[src/rtl/fir_control_unit.sv]
// Control unit for a streaming FIR datapath: coefficient load sequencing, sample
// pacing against a result-FIFO credit budget, and drain/shutdown handling.
module fir_control_unit #(
   parameter int MAX_TAPS  = 16,
   parameter int LATENCY   = 1,
   parameter int OUT_DEPTH = 4
) (
   input  logic        clk,
   input  logic        rst,
   input  logic [31:0] cfg_tap_count,
   input  logic        cfg_start,
   input  logic        cfg_stop,
   output logic        cfg_busy,
   output logic        cfg_error,
   input  logic        s_coeff_tvalid,
   output logic        s_coeff_tready,
   input  logic [31:0] s_coeff_tdata,
   input  logic        s_data_tvalid,
   output logic        s_data_tready,
   input  logic [31:0] s_data_tdata,
   output logic        m_out_tvalid,
   input  logic        m_out_tready,
   output logic [31:0] m_out_tdata,
   output logic        fir_rstn,
   output logic [31:0] tap_count,
   output logic        input_data_valid,
   output logic [31:0] input_data,
   output logic        coeff_data_valid,
   output logic [31:0] coeff_data,
   output logic        compute,
   input  logic [31:0] output_data,
   input  logic        output_data_valid,
   input  logic        coefficient_loading_complete
);

   localparam int AW = $clog2(OUT_DEPTH);
   localparam int CW = AW + 1;
   localparam int WW = $clog2(LATENCY + 2);
   localparam logic [CW:0] CREDIT_MAX = (CW+1)'(OUT_DEPTH - 1);

   typedef enum logic [2:0] {IDLE, CLEAR, LOAD_COEFF, RUN, DRAIN} state_t;

   state_t          state, state_nxt;
   logic [31:0]     coeff_cnt;
   logic [WW-1:0]   wait_cnt;
   logic [CW-1:0]   inflight, fifo_count;
   logic [AW-1:0]   wr_ptr, rd_ptr;
   logic [31:0]     fifo_mem [OUT_DEPTH];
   logic            rst_q;
   logic            cfg_ok, credit_ok, coeff_hs, data_hs, pop, fifo_full, push_ok;
   logic            unused_inputs;

   // Sequencing runs off our own coefficient count, not the datapath's done flag.
   assign unused_inputs = coefficient_loading_complete;

   assign cfg_ok    = (cfg_tap_count != 32'd0) && (cfg_tap_count <= 32'(MAX_TAPS));
   assign credit_ok = ({1'b0, fifo_count} + {1'b0, inflight}) <= CREDIT_MAX;

   always_comb begin
      state_nxt      = state;
      s_coeff_tready = 1'b0;
      s_data_tready  = 1'b0;
      case (state)
         IDLE:       if (cfg_start && cfg_ok) state_nxt = CLEAR;
         CLEAR:      state_nxt = LOAD_COEFF;
         LOAD_COEFF: begin
            s_coeff_tready = 1'b1;
            if (s_coeff_tvalid && coeff_cnt == tap_count - 32'd1) state_nxt = RUN;
         end
         RUN: begin
            s_data_tready = (wait_cnt == '0) && credit_ok && !cfg_stop;
            if (cfg_stop) state_nxt = DRAIN;
         end
         DRAIN:      if (wait_cnt == '0 && inflight == '0 && fifo_count == '0) state_nxt = IDLE;
         default:    state_nxt = IDLE;
      endcase
   end

   assign coeff_hs         = s_coeff_tvalid && s_coeff_tready;
   assign data_hs          = s_data_tvalid && s_data_tready;
   assign coeff_data_valid = coeff_hs;
   assign coeff_data       = coeff_hs ? s_coeff_tdata : 32'd0;
   assign input_data_valid = data_hs;
   assign input_data       = data_hs ? s_data_tdata : 32'd0;
   assign compute          = data_hs;

   assign fifo_full    = fifo_count == CW'(OUT_DEPTH);
   assign m_out_tvalid = fifo_count != '0;
   assign m_out_tdata  = m_out_tvalid ? fifo_mem[rd_ptr] : 32'd0;
   assign pop          = m_out_tvalid && m_out_tready;
   assign push_ok      = output_data_valid && (!fifo_full || pop);

   assign cfg_busy = state != IDLE;
   // Registered reset copy keeps the datapath in reset one cycle past rst.
   assign fir_rstn = !rst_q && (state != CLEAR);

   always_ff @(posedge clk) begin
      rst_q <= rst;
      if (rst) begin
         state      <= IDLE;
         tap_count  <= '0;
         coeff_cnt  <= '0;
         wait_cnt   <= '0;
         inflight   <= '0;
         fifo_count <= '0;
         wr_ptr     <= '0;
         rd_ptr     <= '0;
         cfg_error  <= 1'b0;
      end else begin
         state <= state_nxt;
         if (state == IDLE && cfg_start) begin
            if (cfg_ok) begin
               tap_count <= cfg_tap_count;
               cfg_error <= 1'b0;
            end else begin
               cfg_error <= 1'b1;
            end
         end
         if (output_data_valid && !push_ok) cfg_error <= 1'b1;

         if (state == CLEAR)  coeff_cnt <= '0;
         else if (coeff_hs)   coeff_cnt <= (state_nxt == RUN) ? 32'd0 : coeff_cnt + 32'd1;

         if (data_hs && LATENCY > 1) wait_cnt <= WW'(LATENCY + 1);
         else if (wait_cnt != '0)    wait_cnt <= wait_cnt - WW'(1);

         // A sample stays in flight until the datapath returns its result.
         case ({data_hs, output_data_valid && inflight != '0})
            2'b10:   inflight <= inflight + CW'(1);
            2'b01:   inflight <= inflight - CW'(1);
            default: inflight <= inflight;
         endcase

         if (push_ok) wr_ptr <= wr_ptr + AW'(1);
         if (pop)     rd_ptr <= rd_ptr + AW'(1);
         if (push_ok && !pop)      fifo_count <= fifo_count + CW'(1);
         else if (pop && !push_ok) fifo_count <= fifo_count - CW'(1);
      end
   end

   always_ff @(posedge clk) begin
      if (!rst && push_ok) fifo_mem[wr_ptr] <= output_data;
   end

endmodule

[config.mk]
export PLATFORM = sky130hd
export DESIGN_NAME = fir_control_unit
export DESIGN_NICKNAME = d
export VERILOG_FILES = /design/src/rtl/fir_control_unit.sv
export SDC_FILE = /design/constraint.sdc
export NUM_CORES = 1
export LEC_CHECK = 0
export ABC_AREA = 1
export BUFFER_PORTS_ARGS = -buffer_cell sky130_fd_sc_hd__buf_4
export CAP_MARGIN = 20
export CORE_ASPECT_RATIO = 0.9
export CORE_MARGIN = 8
export CORE_UTILIZATION = 30
export CTS_CLUSTER_SIZE = 24
export DETAILED_ROUTE_END_ITERATION = 16
export HOLD_SLACK_MARGIN = 0.1
export PLACE_DENSITY = 0.5
export RECOVER_POWER = 100
export SETUP_SLACK_MARGIN = 0.05
export SYNTH_ARGS = -nofsm -noshare
export SYNTH_HDL_FRONTEND = slang
export SYNTH_SLANG_ARGS = --single-unit
[constraint.sdc]
create_clock -name clk -period 2.6 [get_ports clk]
set_clock_uncertainty 0.05 [all_clocks]
set_input_delay 0.13 -clock clk [delete_from_list [all_inputs] [get_ports clk]]
set_output_delay 0.13 -clock clk [all_outputs]
set_load 0.02 [all_outputs]
Word-level counts from Yosys, hierarchy flattened
Memory sizes are Yosys's and may differ from the RTL's. A register that Yosys moved wholly into a read port is not among the register bits.
Index checks and enable logic that the tools add are counted.
{ "word_totals": {"ramBits": 128, "register_bits": 81, "memories": 1} }
{ "op_classes": {"n_lt_le_gt_ge": 2, "n_reduce_logical": 39, "muxes": 21, "addsub": 10, "n_eq_ne": 10} }
{ "mem_list": {"columns": ["name", "depth", "word_bits", "read_ports", "rd_clocked_by_memory_dff", "write_ports", "line_no", "source"], "rows": [
  ["fifo_mem", 4, 32, 1, 1, 1, "48", "logic [31:0] fifo_mem [OUT_DEPTH];"]
]} }
{ "ops": {"columns": ["operator", "n"], "rows": [
  ["32-bit 2-to-1 mux", 4],
  ["32-bit by 1-bit adder with 32-bit output (second input constant)", 1],
  ["32-bit == test", 1],
  ["32-bit by 5-bit less-or-equal comparator with 1-bit output (second input constant)", 1],
  ["32-bit nonzero test", 1],
  ["32-bit by 1-bit subtractor with 32-bit output (second input constant)", 1],
  ["1-bit logical AND", 18],
  ["3-bit 2-to-1 mux", 6],
  ["3-bit one-hot mux with 5 select lines", 1],
  ["3-bit by 2-bit == test with 1-bit output (second input constant)", 3],
  ["3-bit logical NOT", 3],
  ["3-bit nonzero test", 3],
  ["2-bit nonzero test", 4],
  ["1-bit 2-to-1 mux", 7],
  ["3-bit by 1-bit adder with 3-bit output (second input constant)", 2],
  ["3-bit == test (second input constant)", 2],
  ["1-bit logical NOT", 6],
  ["3-bit one-hot mux with 2 select lines", 1],
  ["3-bit by 1-bit subtractor with 3-bit output (second input constant)", 2],
  ["2-bit by 1-bit adder with 2-bit output (second input constant)", 2],
  ["3-bit by 3-bit adder with 4-bit output", 1],
  ["4-bit by 2-bit less-or-equal comparator with 1-bit output (second input constant)", 1],
  ["2-bit 2-to-1 mux", 2],
  ["3-bit by 1-bit == test with 1-bit output (second input constant)", 1],
  ["8 further kinds", 8]
]} }

Longest topological paths before layout
Gate-level depths: netlist (run 1).
{ "logic_depth": {"word_depth": 8, "depth_mapped": 17} }

Worst setup path before layout (run 1)
No wires, ideal clock.
{ "synth_path": {"path_type": "register to register", "start": "register fifo_count[0]", "end": "memory fifo_mem[0][0] (enable)", "period_less_slack_ns": 2.775, "t_required_ns": 2.129, "path_slack_ns": -0.175, "arrival_time_ns": 2.304, "stages_incl_launch_ff": 5, "setup_ns": 0.421, "path_cell_list": "dfxtp_1 nor2_1 a31oi_1 nand2_1 nor2_1"} }
{ "synth_between": {"elab_chain_cells": 7, "word_cells_on_any_way": 9} }
{ "synth_rtl": {"columns": ["item", "line_no", "source"], "rows": [
  ["start, declared", "46", "logic [CW-1:0] inflight, fifo_count;"],
  ["start signal, assigned", "136", "if (push_ok && !pop) fifo_count <= fifo_count + CW'(1);"],
  ["start signal, assigned", "137", "else if (pop && !push_ok) fifo_count <= fifo_count - CW'(1);"],
  ["3-bit == test / 3-bit nonzero test (equally long branches)", "87, 88", null],
  ["1-bit logical NOT / 1-bit logical AND (equally long branches)", "91, 90", null],
  ["1-bit logical OR (*)", "91", "assign push_ok = output_data_valid && (!fifo_full || pop);"],
  ["1-bit logical AND (*)", "91", null],
  ["via push_ok", "50", "logic cfg_ok, credit_ok, coeff_hs, data_hs, pop, fifo_full, push_ok;"],
  ["1-bit logical AND (*)", "142", "if (!rst && push_ok) fifo_mem[wr_ptr] <= output_data;"],
  ["1-bit 2-to-1 mux (*)", "142", null],
  ["1-bit 2-to-1 mux (implied by the code) (*)", "142", null],
  ["end, declared", "48", null]
]} }
Mark *: on every way through the listed nets, which the timed path passes. The rest lies on a longest branch.

Worst setup path in the final report (run 1)
{ "layout_path": {"start": "register tap_count[0]", "end": "register coeff_cnt[18]"} }
{ "layout_between": {"elab_chain_cells": 7} }
{ "layout_rtl": {"columns": ["item", "line_no", "source"], "rows": [
  ["start, declared", "25", "output logic [31:0] tap_count,"],
  ["start signal, assigned", "113", "tap_count <= cfg_tap_count;"],
  ["32-bit by 1-bit subtractor with 32-bit output", "68", "if (s_coeff_tvalid && coeff_cnt == tap_count - 32'd1) state_nxt = RUN;"],
  ["32-bit == test", "68", null],
  ["1-bit logical AND", "68", null],
  ["3-bit 2-to-1 mux", "68", null],
  ["3-bit one-hot mux with 5 select lines", "63", "case (state)"],
  ["3-bit by 2-bit == test with 1-bit output", "122", "else if (coeff_hs) coeff_cnt <= (state_nxt == RUN) ? 32'd0 : coeff_cnt + 32'd1;"],
  ["32-bit 2-to-1 mux", "122", null],
  ["end signal, assigned", "122", null],
  ["end, declared", "44", "logic [31:0] coeff_cnt;"]
]} }
No other way between the ends.
A chain may end at the register's enable or synchronous reset.

==> flow_summary.yaml, run 1 <==
synth:
  synth_flop_cell: "edfxtp_1"
  synth_xor_xnor_area_share_pct: 4.82
  netlist_area_um2: 10500
  yosysMostFrequentCell: "nor2_1"
  ys_ff_latch: 211
  synth_common_cells: "nor2_1 (316), inv_1 (193), nand2_1 (158)"
  syn_avg_cell_area_um2: 8.16
  synth_compound_area_share_pct: 7.74
  async_flop_share_pct: 0
  yosys.area.top_type: "edfxtp_1"
  synth-adder-area-share_pct: 1.69
  synth.top_cells.by_area: "edfxtp_1 (36%), dfxtp_1 (16%), nor2_1 (11%), inv_1 (6.9%), nand2_1 (5.6%)"
  synth_top_family_by_area: "simple AND/OR/NAND/NOR gates"
  yosysWarningCount: 0
  syn_nets: 1442
  seq_area_frac_synth_pct: 52.2
  synth_edf_count: 128
  synth.top_cell.area_share_pct: 36.5
  synth.area.mux_share_pct: 0
  synthCells: 1292
  synthSimpleGateAreaFrac_pct: 24.8
  synthDistinctLibCells: 36
clock_tree:
  clock_latency_ns: 0.53
  ctsHtreeMaxLevel: 1
  cts.path.max_buffers: 3
  clk_pin_slew_ns: 0.06
  cts_buffers: 24
  cts_root_buffer: "clkbuf_16"
  cts_tree: "done"
  cts.sinks: 211
global_route:
  grtUsageTotal_pct: 15.4
  grt_max_degree: 65
  grt_overflow: 0
  grt_first_pass_wirelength_mm: 51.3
  grt_antenna_before_repair: 0
  grt_pass1_vias: 9219
worst_setup_path:
  crit_type: "flip-flop to flip-flop"
  cp-end-kind: "flip-flop"
  cp-start-kind: "flip-flop"
  crit_slowest_cell: "dfxtp_1"
  critical-path-max-stage-delay_ns: 0.34
  cp_cell_sequence: "inv_2 -> ha_4 -> nand2_4 -> nor2_4 -> buf_4 -> nand3_1 -> nand2_1 -> nand2_1 -> nor2_1 -> nand3_1 -> nor2_2 -> nand2_2 -> nand2_4 -> buf_4 -> nor3_1"
  path_delay_family: "simple AND/OR/NAND/NOR gates"
  regToRegStartpoint: "tap_count[0]$_SDFFE_PP0P_"
  cp.buffers_inverters: 3
  reg2regPathDepth: 15
  r2r_slack_ns: 0.18
  cp.required_ns: 2.96
  worstReg2RegEnd: "coeff_cnt[18]$_SDFFE_PP0P_"
  path_max_fanout: 8
  cp.arrival_ns: 2.79
timing:
  slew_headroom_pct: 37.8
  rsz0062_at_grt: "true"
  tns_ns: 0
  max_freq_ghz: 0.412
  layout_min_cycle_time_ns: 2.42
  tightest_slew_ns: 0.933
  finalHoldViolCount: 0
  timing.final.crit_share_pct: 93.3
  drv_slew: 0
  setup_violations: 0
floorplan:
  rows: 65
  fp.dieW_um: 214
  pin_count: 274
  fp.dieH_um: 194
  core-area_um2: 34800
  start_util_pct: 30.3
  die-area_um2: 41400
status:
  outcome: "complete, no violations"
power_and_ir_drop:
  power_mw: 9.20
  p_leak_nw: 6.35
  ir_drop_v: 0.000441
  powerDensity_nw_per_um2: 644
routing:
  first_iter_violations: 501
  dr.pass1.iters: 5
  wl_per_cell_um: 15.6
  via_count: 9332
  drc: 0
  ant_nets: 0
  wirelength_mm: 33.3
  vias_per_cell: 4.38
worst_hold_path:
  hold_path_depth: 7
  whs_endpoint: "tap_count[15]$_SDFFE_PP0P_"
  min_from: "cfg_tap_count[5]"
  hold_class: "input pin to flip-flop"
placed_design:
  gp_congestion: 0.856
  dp_hpwl_mm: 23.3
  portBuffers: 272
  place_inst: 2025
  dpl_cell_area_um2: 13400
finish:
  final_nets: 1798
  area_delta_synth_final_pct: 35.5
  fillers: 3680
  n_antenna_cell: 0
  drive_above_1_share_pct: 17.4
  instances_no_fill: 2133
  final_cell_area_um2: 14300
job:
  cap_violations: 0
==> sequential cells by signal, indices dropped and copies added, names as in the netlist, 2 cells and up, named ones only <==
name        cells
fifo_mem      128
coeff_cnt      32
tap_count      32
fifo_count      3
inflight        3
state           3
rd_ptr          2
wait_cnt        2
wr_ptr          2
==> worst min-delay path, stage by stage <==
cell	delay, ns
buf_4	0.08
nor4_1	0.04
nand4_1	0.08
nor3_2	0.05
buf_4	0.12
clkbuf_1	0.24
nor2_1	0.14
==> layout make-up <==
| class | instances | area, um^2 | area share, % |
|---|---|---|---|
| clock buffers | 35 | 662 | 4.63 |
| clock inverters | 7 | 98.8 | 0.692 |
| inverters | 201 | 758 | 5.31 |
| multi-input cells | 839 | 4280 | 29.9 |
| flip-flops and latches | 211 | 5510 | 38.5 |
| well taps | 469 | 587 | 4.11 |
| repair buffers | 370 | 2390 | 16.7 |
| repair inverters | 1 | 7.51 | 0.0525 |
==> cells in the final DEF, fill, tap and decap left out, types with 32 or more instances in the layout <==
cell type | Yosys | final
nor2_1 | 316 | 303
inv_1 | 193 | 190
nand2_1 | 158 | 155
buf_4 | 4 | 147
clkbuf_1 | 30 | 133
edfxtp_1 | 128 | 128
o21ai_0 | 86 | 86
dfxtp_1 | 83 | 81
nand3_1 | 60 | 59
a21oi_1 | 60 | 59
dlygate4sd3_1 | 0 | 50
clkbuf_2 | 0 | 38
xor2_1 | 32 | 32
==> power breakdown <==
group	leakage [nW]	internal (mW)	switching [mW]
clock	0.368	1.96	1.33
combinational	4.15	0.672	1.50
sequential	1.83	3.68	0.0624
total	6.35	6.32	2.89
==> cells by family after synthesis <==
family | count (synthesis)
AO/OA/AOI/OAI | 159
XOR/XNOR | 58
adder cells (fa/ha/maj) | 13
buffers and inverters | 242
flip-flops | 211
AND/OR/NAND/NOR | 609
==> metal layers <==
layer,track usage (%),up-vias,share of wire [%]
met2,26.8,157,50
met5,0,-,0
met3,2.62,40,3.8
li1,-,4839,-
met1,20.0,4296,45
met4,2.44,0,1.4
==> timing repair <==
action                                 in CTS  in global routing
endpoints found under the hold margin     151                  0
hold buffers                               51                  0
setup endpoints to repair                   9                 75
gates cloned                                1                  3
gates resized for setup                     2                 37
setup buffers                               0                 12
pin swaps                                   1                 11
==> how the worst max path moves through the flow <==
stage / slack (ns) / cells past startpoint / end / from
3_3_place_gp: 0.11 / 14 / coeff_cnt[29]$_SDFFE_PP0P_ / tap_count[0]$_SDFFE_PP0P_
5_1_grt: 0.02 / 10 / input_data[23] / wait_cnt[0]$_SDFFE_PP0P_
6_report: 0.18 / 15 / coeff_cnt[18]$_SDFFE_PP0P_ / tap_count[0]$_SDFFE_PP0P_
3_5_place_dp: 0.06 / 14 / coeff_cnt[30]$_SDFFE_PP0P_ / tap_count[0]$_SDFFE_PP0P_
2_1_floorplan: -0.18 / 4 / fifo_mem[0][0]$_DFFE_PP_ / fifo_count[0]$_SDFFE_PP0P_
4_1_cts: 0.07 / 14 / coeff_cnt[29]$_SDFFE_PP0P_ / tap_count[0]$_SDFFE_PP0P_
==> stage by stage <==
stage | util, % | setup slack (ns) | hold slack, ns
6_report | 41.0 | 0.175 | 0.346
5_1_grt | 41.0 | 0.0217 | 0.371
4_1_cts | 42.1 | 0.0651 | 0.116
3_5_place_dp | 38.4 | 0.0582 | 0.265
3_3_place_gp | 38.4 | 0.107 | 0.267
2_1_floorplan | - | -0.175 | 0.108
Power figures use the tool's default switching activity.
==> inputs of run 2 (changes only) <==
- CORE_UTILIZATION: 30 -> 48
- PLACE_DENSITY: 0.5 -> 0.74
- RECOVER_POWER: 100 -> 25
==> flow_summary.yaml, run 2 (synthesis results as in run 1) <==
finish:
  multi_input_comb_area_um2: 4190
  area_delta_synth_final_pct: 35.5
  final_cell_area_um2: 14300
  seq_area_um2: 5510
  top_register: "fifo_mem"
  largest_register_ffs: 128
  final_nets: 1780
  layout_commonest_cell: "nor2_1"
  utilization_pct: 66.1
  final_cell_mix: "nor2_1 (301), buf_4 (270), inv_1 (192)"
  n_antenna_cell: 0
  largestRegisters: "fifo_mem: 128 flops, coeff_cnt: 32 flops, tap_count: 32 flops"
  fillers: 1774
  drive_above_1_share_pct: 21.9
worst_setup_path:
  cp-start-kind: "flip-flop"
  r2r_slack_ns: 0.18
  cp-end-kind: "primary output"
  endpoint: "input_data[17]"
  reg2regPathDepth: 15
  crit_type: "flip-flop to primary output"
  critical-path-max-stage-delay_ns: 0.42
  cp.buffers_inverters: 5
  path_max_fanout: 33
  worstReg2RegEnd: "coeff_cnt[6]$_SDFFE_PP0P_"
  crit_slowest_cell: "dfxtp_1"
  cp.required_ns: 2.42
  crit_path_start: "state[0]$_SDFF_PP0_"
  cp.arrival_ns: 2.24
  regToRegStartpoint: "tap_count[0]$_SDFFE_PP0P_"
  worstSetupPathDepth: 10
  cpMostUsedCell: "inv_1"
  cp_cell_sequence: "inv_1 -> nor3_1 -> inv_1 -> nor2_1 -> nand3_1 -> inv_1 -> nand2_1 -> buf_6 -> nor2_1 -> buf_4"
  path_delay_family: "simple AND/OR/NAND/NOR gates"
placed_design:
  dpl_cell_area_um2: 13100
  dp_hpwl_mm: 21.0
  gp_congestion: 0.906
  portBuffers: 272
global_route:
  use_met1_pct: 26.8
  grt_max_degree: 65
  met3_usage_pct: 2.74
  grtUsageTotal_pct: 20.9
  grt_antenna_before_repair: 0
  grt_first_pass_wirelength_mm: 45.7
  grt_overflow: 0
  grt_pass1_vias: 9101
  met2_usage_pct: 37.5
  grt_busiest_layer: "met2"
floorplan:
  fp.dieH_um: 157
  die-area_um2: 27000
  core-area_um2: 21600
  rows: 51
  fp.dieW_um: 172
  start_util_pct: 48.7
  pin_count: 274
routing:
  wirelength_mm: 29.9
  ant_nets: 0
  first_iter_violations: 884
  vias_per_cell: 4.94
  via_count: 9577
  wl_per_cell_um: 15.4
  dr.pass1.iters: 5
  drc: 0
clock_tree:
  cts.path.max_buffers: 3
  clock_latency_ns: 0.51
  clk_pin_slew_ns: 0.06
  cts_root_buffer: "clkbuf_16"
  ctsHtreeMaxLevel: 1
  cts_tree: "done"
  cts_buffers: 22
  cts.sinks: 211
timing:
  slew_headroom_pct: 52.5
  setup_violations: 0
  finalHoldViolCount: 0
  tightest_slew_ns: 0.712
  layout_min_cycle_time_ns: 2.42
  drv_slew: 0
  rsz0062_at_grt: "false"
  timing.final.crit_share_pct: 93.1
  max_freq_ghz: 0.413
status:
  outcome: "complete, no violations"
worst_hold_path:
  hold_path_depth: 6
  hold_class: "input pin to flip-flop"
  min_from: "cfg_tap_count[30]"
power_and_ir_drop:
  ir_drop_v: 0.000637
  power_mw: 9.18
  p_leak_nw: 6.64
  powerDensity_nw_per_um2: 643
job:
  cap_violations: 0
[run 2: cell count changes in the layout (fill, tap and decap cells not counted), moves of 3 or more]
cell	delta
buf_12	+3
buf_4	+123
clkinvlp_4	-3
dlygate4sd3_1	-3
nor3_1	+4
clkbuf_1	-97
clkbuf_4	-5
nor2_4	-4
clkbuf_2	-38
clkinv_1	+3
nor2_2	+6
[run 2: stage by stage]
step / hold slack, ns / std cells / setup slack (ns) / TNS, ns
after floorplan: 0.108 / 1292 / -0.175 / -22.40
after global placement: 0.251 / 1843 / 0.132 / 0
after detailed placement: 0.249 / 1843 / 0.129 / 0
after CTS: 0.116 / 1930 / 0.102 / 0
after global routing: 0.144 / 1937 / 0.0142 / 0
final: 0.123 / 1937 / 0.179 / 0
[run 2: how the worst min path moves through the flow]
| stage | end | slack, ns |
|---|---|---|
| final | tap_count[16]$_SDFFE_PP0P_ | 0.12 |
| after global placement | rst_q$_DFF_P_ | 0.25 |
| after floorplan | rst_q$_DFF_P_ | 0.11 |
| after detailed placement | rst_q$_DFF_P_ | 0.25 |
| after global routing | tap_count[15]$_SDFFE_PP0P_ | 0.14 |
| after CTS | tap_count[16]$_SDFFE_PP0P_ | 0.12 |
[run 2: report_power, final]
group / total (mW) / switching, mW / internal (mW)
clock network: 3.13 / 1.26 / 1.87
logic: 2.31 / 1.45 / 0.865
registers: 3.74 / 0.0563 / 3.68
[run 2: cell type report]
type,instances,area share (%)
multi-input cells,839,29.3
inverters,201,5.28
repair buffers,355,19.2
clock buffers,31,4.37
clock inverters,9,0.718
flip-flops and latches,211,38.5
well taps,291,2.55
[run 2: what timing repair did]
action                                 4_1_cts  5_1_grt
endpoints found under the hold margin      150        0
hold buffers                                47        0
setup buffers                                0        6
resized for setup                            0       22
setup endpoints to repair                    0       64
[run 2: per-layer routing]
layer	vias to the layer above	wire length, um
li1	4817	-
met3	29	1670
met2	271	15300
met5	-	0
met1	4460	12600
met4	0	311
[run 2: worst reg2reg max path, stage by stage, from the launching register on]
cell and delay (ns):
dfxtp_1 0.35, inv_2 0.10, ha_2 0.20, nand2_2 0.12, nor2_4 0.25, buf_4 0.16, nand3b_1 0.07, nand2_1 0.10
nand2_1 0.06, nor3_1 0.14, nand3_1 0.10, nor2_1 0.14, nand2_2 0.11, nand2_4 0.12, clkbuf_16 0.19, nor3_1 0.05
==> inputs of run 3 (changes only) <==
- REMOVE_ABC_BUFFERS: unset -> 1
==> flow_summary.yaml, run 3 (synthesis results as in run 1) <==
routing:
  wl_per_cell_um: 15.5
  dr.pass1.iters: 5
  wirelength_mm: 30.0
  via_count: 9598
  drc: 0
  ant_nets: 0
  vias_per_cell: 4.96
  first_iter_violations: 570
finish:
  drive_above_1_share_pct: 21.6
  final_cell_mix: "nor2_1 (308), buf_4 (269), inv_1 (192)"
  final_nets: 1780
  final_cell_area_um2: 14300
  n_antenna_cell: 0
  top_register: "fifo_mem"
  area_delta_synth_final_pct: 36.0
  largest_register_ffs: 128
  largestRegisters: "fifo_mem: 128 flops, coeff_cnt: 32 flops, tap_count: 32 flops"
  layout_commonest_cell: "nor2_1"
global_route:
  grt_first_pass_wirelength_mm: 46.9
  grt_overflow: 0
  grt_max_degree: 65
  grt_pass1_vias: 9279
  grtUsageTotal_pct: 21.6
  grt_antenna_before_repair: 0
clock_tree:
  cts.sinks: 211
  ctsHtreeMaxLevel: 1
  clk_pin_slew_ns: 0.06
  cts_tree: "done"
  cts_root_buffer: "clkbuf_16"
  clock_latency_ns: 0.51
  cts_buffers: 22
  cts.path.max_buffers: 3
placed_design:
  portBuffers: 272
  dp_hpwl_mm: 21.1
  gp_congestion: 0.914
  place_ws_ns: 0.153
  dpl_cell_area_um2: 13100
worst_hold_path:
  hold_class: "input pin to flip-flop"
  min_from: "cfg_tap_count[25]"
  hold_path_depth: 6
  whs_endpoint: "tap_count[15]$_SDFFE_PP0P_"
worst_setup_path:
  r2r_slack_ns: 0.20
  worstReg2RegEnd: "coeff_cnt[13]$_SDFFE_PP0P_"
  cp.required_ns: 2.95
  cp.arrival_ns: 2.75
  path_max_fanout: 15
  cp-start-kind: "flip-flop"
  reg2regPathDepth: 14
  regToRegStartpoint: "tap_count[0]$_SDFFE_PP0P_"
  crit_type: "flip-flop to flip-flop"
  cp-end-kind: "flip-flop"
  crit_path_start: "tap_count[0]$_SDFFE_PP0P_"
floorplan:
  rows: 51
  fp.dieW_um: 172
  fp.dieH_um: 157
  die-area_um2: 27000
  pin_count: 274
  core-area_um2: 21600
  start_util_pct: 48.7
status:
  outcome: "complete, no violations"
power_and_ir_drop:
  powerDensity_nw_per_um2: 657
  power_mw: 9.41
  p_leak_nw: 6.64
  ir_drop_v: 0.000435
timing:
  drv_slew: 0
  slew_headroom_pct: 62.0
  fin_ws_ns: 0.200
  layout_min_cycle_time_ns: 2.40
  setup_violations: 0
  rsz0062_at_grt: "false"
  max_freq_ghz: 0.417
  finalHoldViolCount: 0
  tightest_slew_ns: 0.569
  timing.final.crit_share_pct: 92.3
job:
  cap_violations: 0
run 3: cell count changes in the layout (fill, tap and decap cells not counted), moves of 3 or more:
| cell | delta |
|---|---|
| nor3_1 | -3 |
| nor3_2 | +3 |
| nor2_2 | -6 |
| nor2_1 | +7 |
run 3: layer usage:
layer	routed length (um)	track usage [%]
met5	0	0
met3	2100	4.48
met1	13000	27.5
met2	14300	36.8
met4	628	5.09
run 3: worst max-delay path, cell delays in order, from the launching register on:
cell and delay, ns:
dfxtp_1 0.35, inv_2 0.09, ha_2 0.20, nand2_2 0.12
nor2_4 0.24, buf_4 0.15, xor2_1 0.18, nand4_1 0.12
nor3_1 0.15, nand2_1 0.07, nor2_1 0.11, nand2_2 0.10
nand2_4 0.11, clkbuf_16 0.18, nor3_1 0.05
run 3: area by class of cell:
type,count,area [um^2]
clock buffers,31,626
clock inverters,9,159
fillers,1736,7300
inverters,201,754
multi-input cells,839,4170
flip-flops and latches,211,5510
well taps,291,364
repair buffers,355,2760
run 3: report_power, final:
group	internal [mW]	switching, mW
Combinational	0.872	1.44
Sequential	3.68	0.0591
Clock	2.08	1.28
Total	6.64	2.77
run 3: through the flow:
stage / instances / util, % / hold slack, ns / setup TNS (ns)
global placement: 1842 / 60.4 / 0.270 / 0
global route: 1937 / 66.3 / 0.134 / 0
CTS: 1930 / 66.2 / 0.108 / 0
finish: 1937 / 66.3 / 0.119 / 0
floorplan: 1251 / - / 0.108 / -45.09
detailed placement: 1842 / 60.4 / 0.268 / 0
run 3: repair_timing:
item                                    4_1_cts  5_1_grt
hold buffers                                 48        0
buffers inserted                              0        6
gates resized for setup                       0       16
endpoints found under the setup margin        0       69
endpoints found under the hold margin       149        0
run 3: worst max path at each step:
stage	end	slack [ns]	cells past startpoint
2_1_floorplan	m_out_tdata[30]	-0.72	3
3_3_place_gp	coeff_cnt[20]$_SDFFE_PP0P_	0.20	14
3_5_place_dp	coeff_cnt[28]$_SDFFE_PP0P_	0.15	14
4_1_cts	coeff_cnt[28]$_SDFFE_PP0P_	0.14	14
5_1_grt	coeff_cnt[27]$_SDFFE_PP0P_	0.04	14
6_report	coeff_cnt[13]$_SDFFE_PP0P_	0.20	14
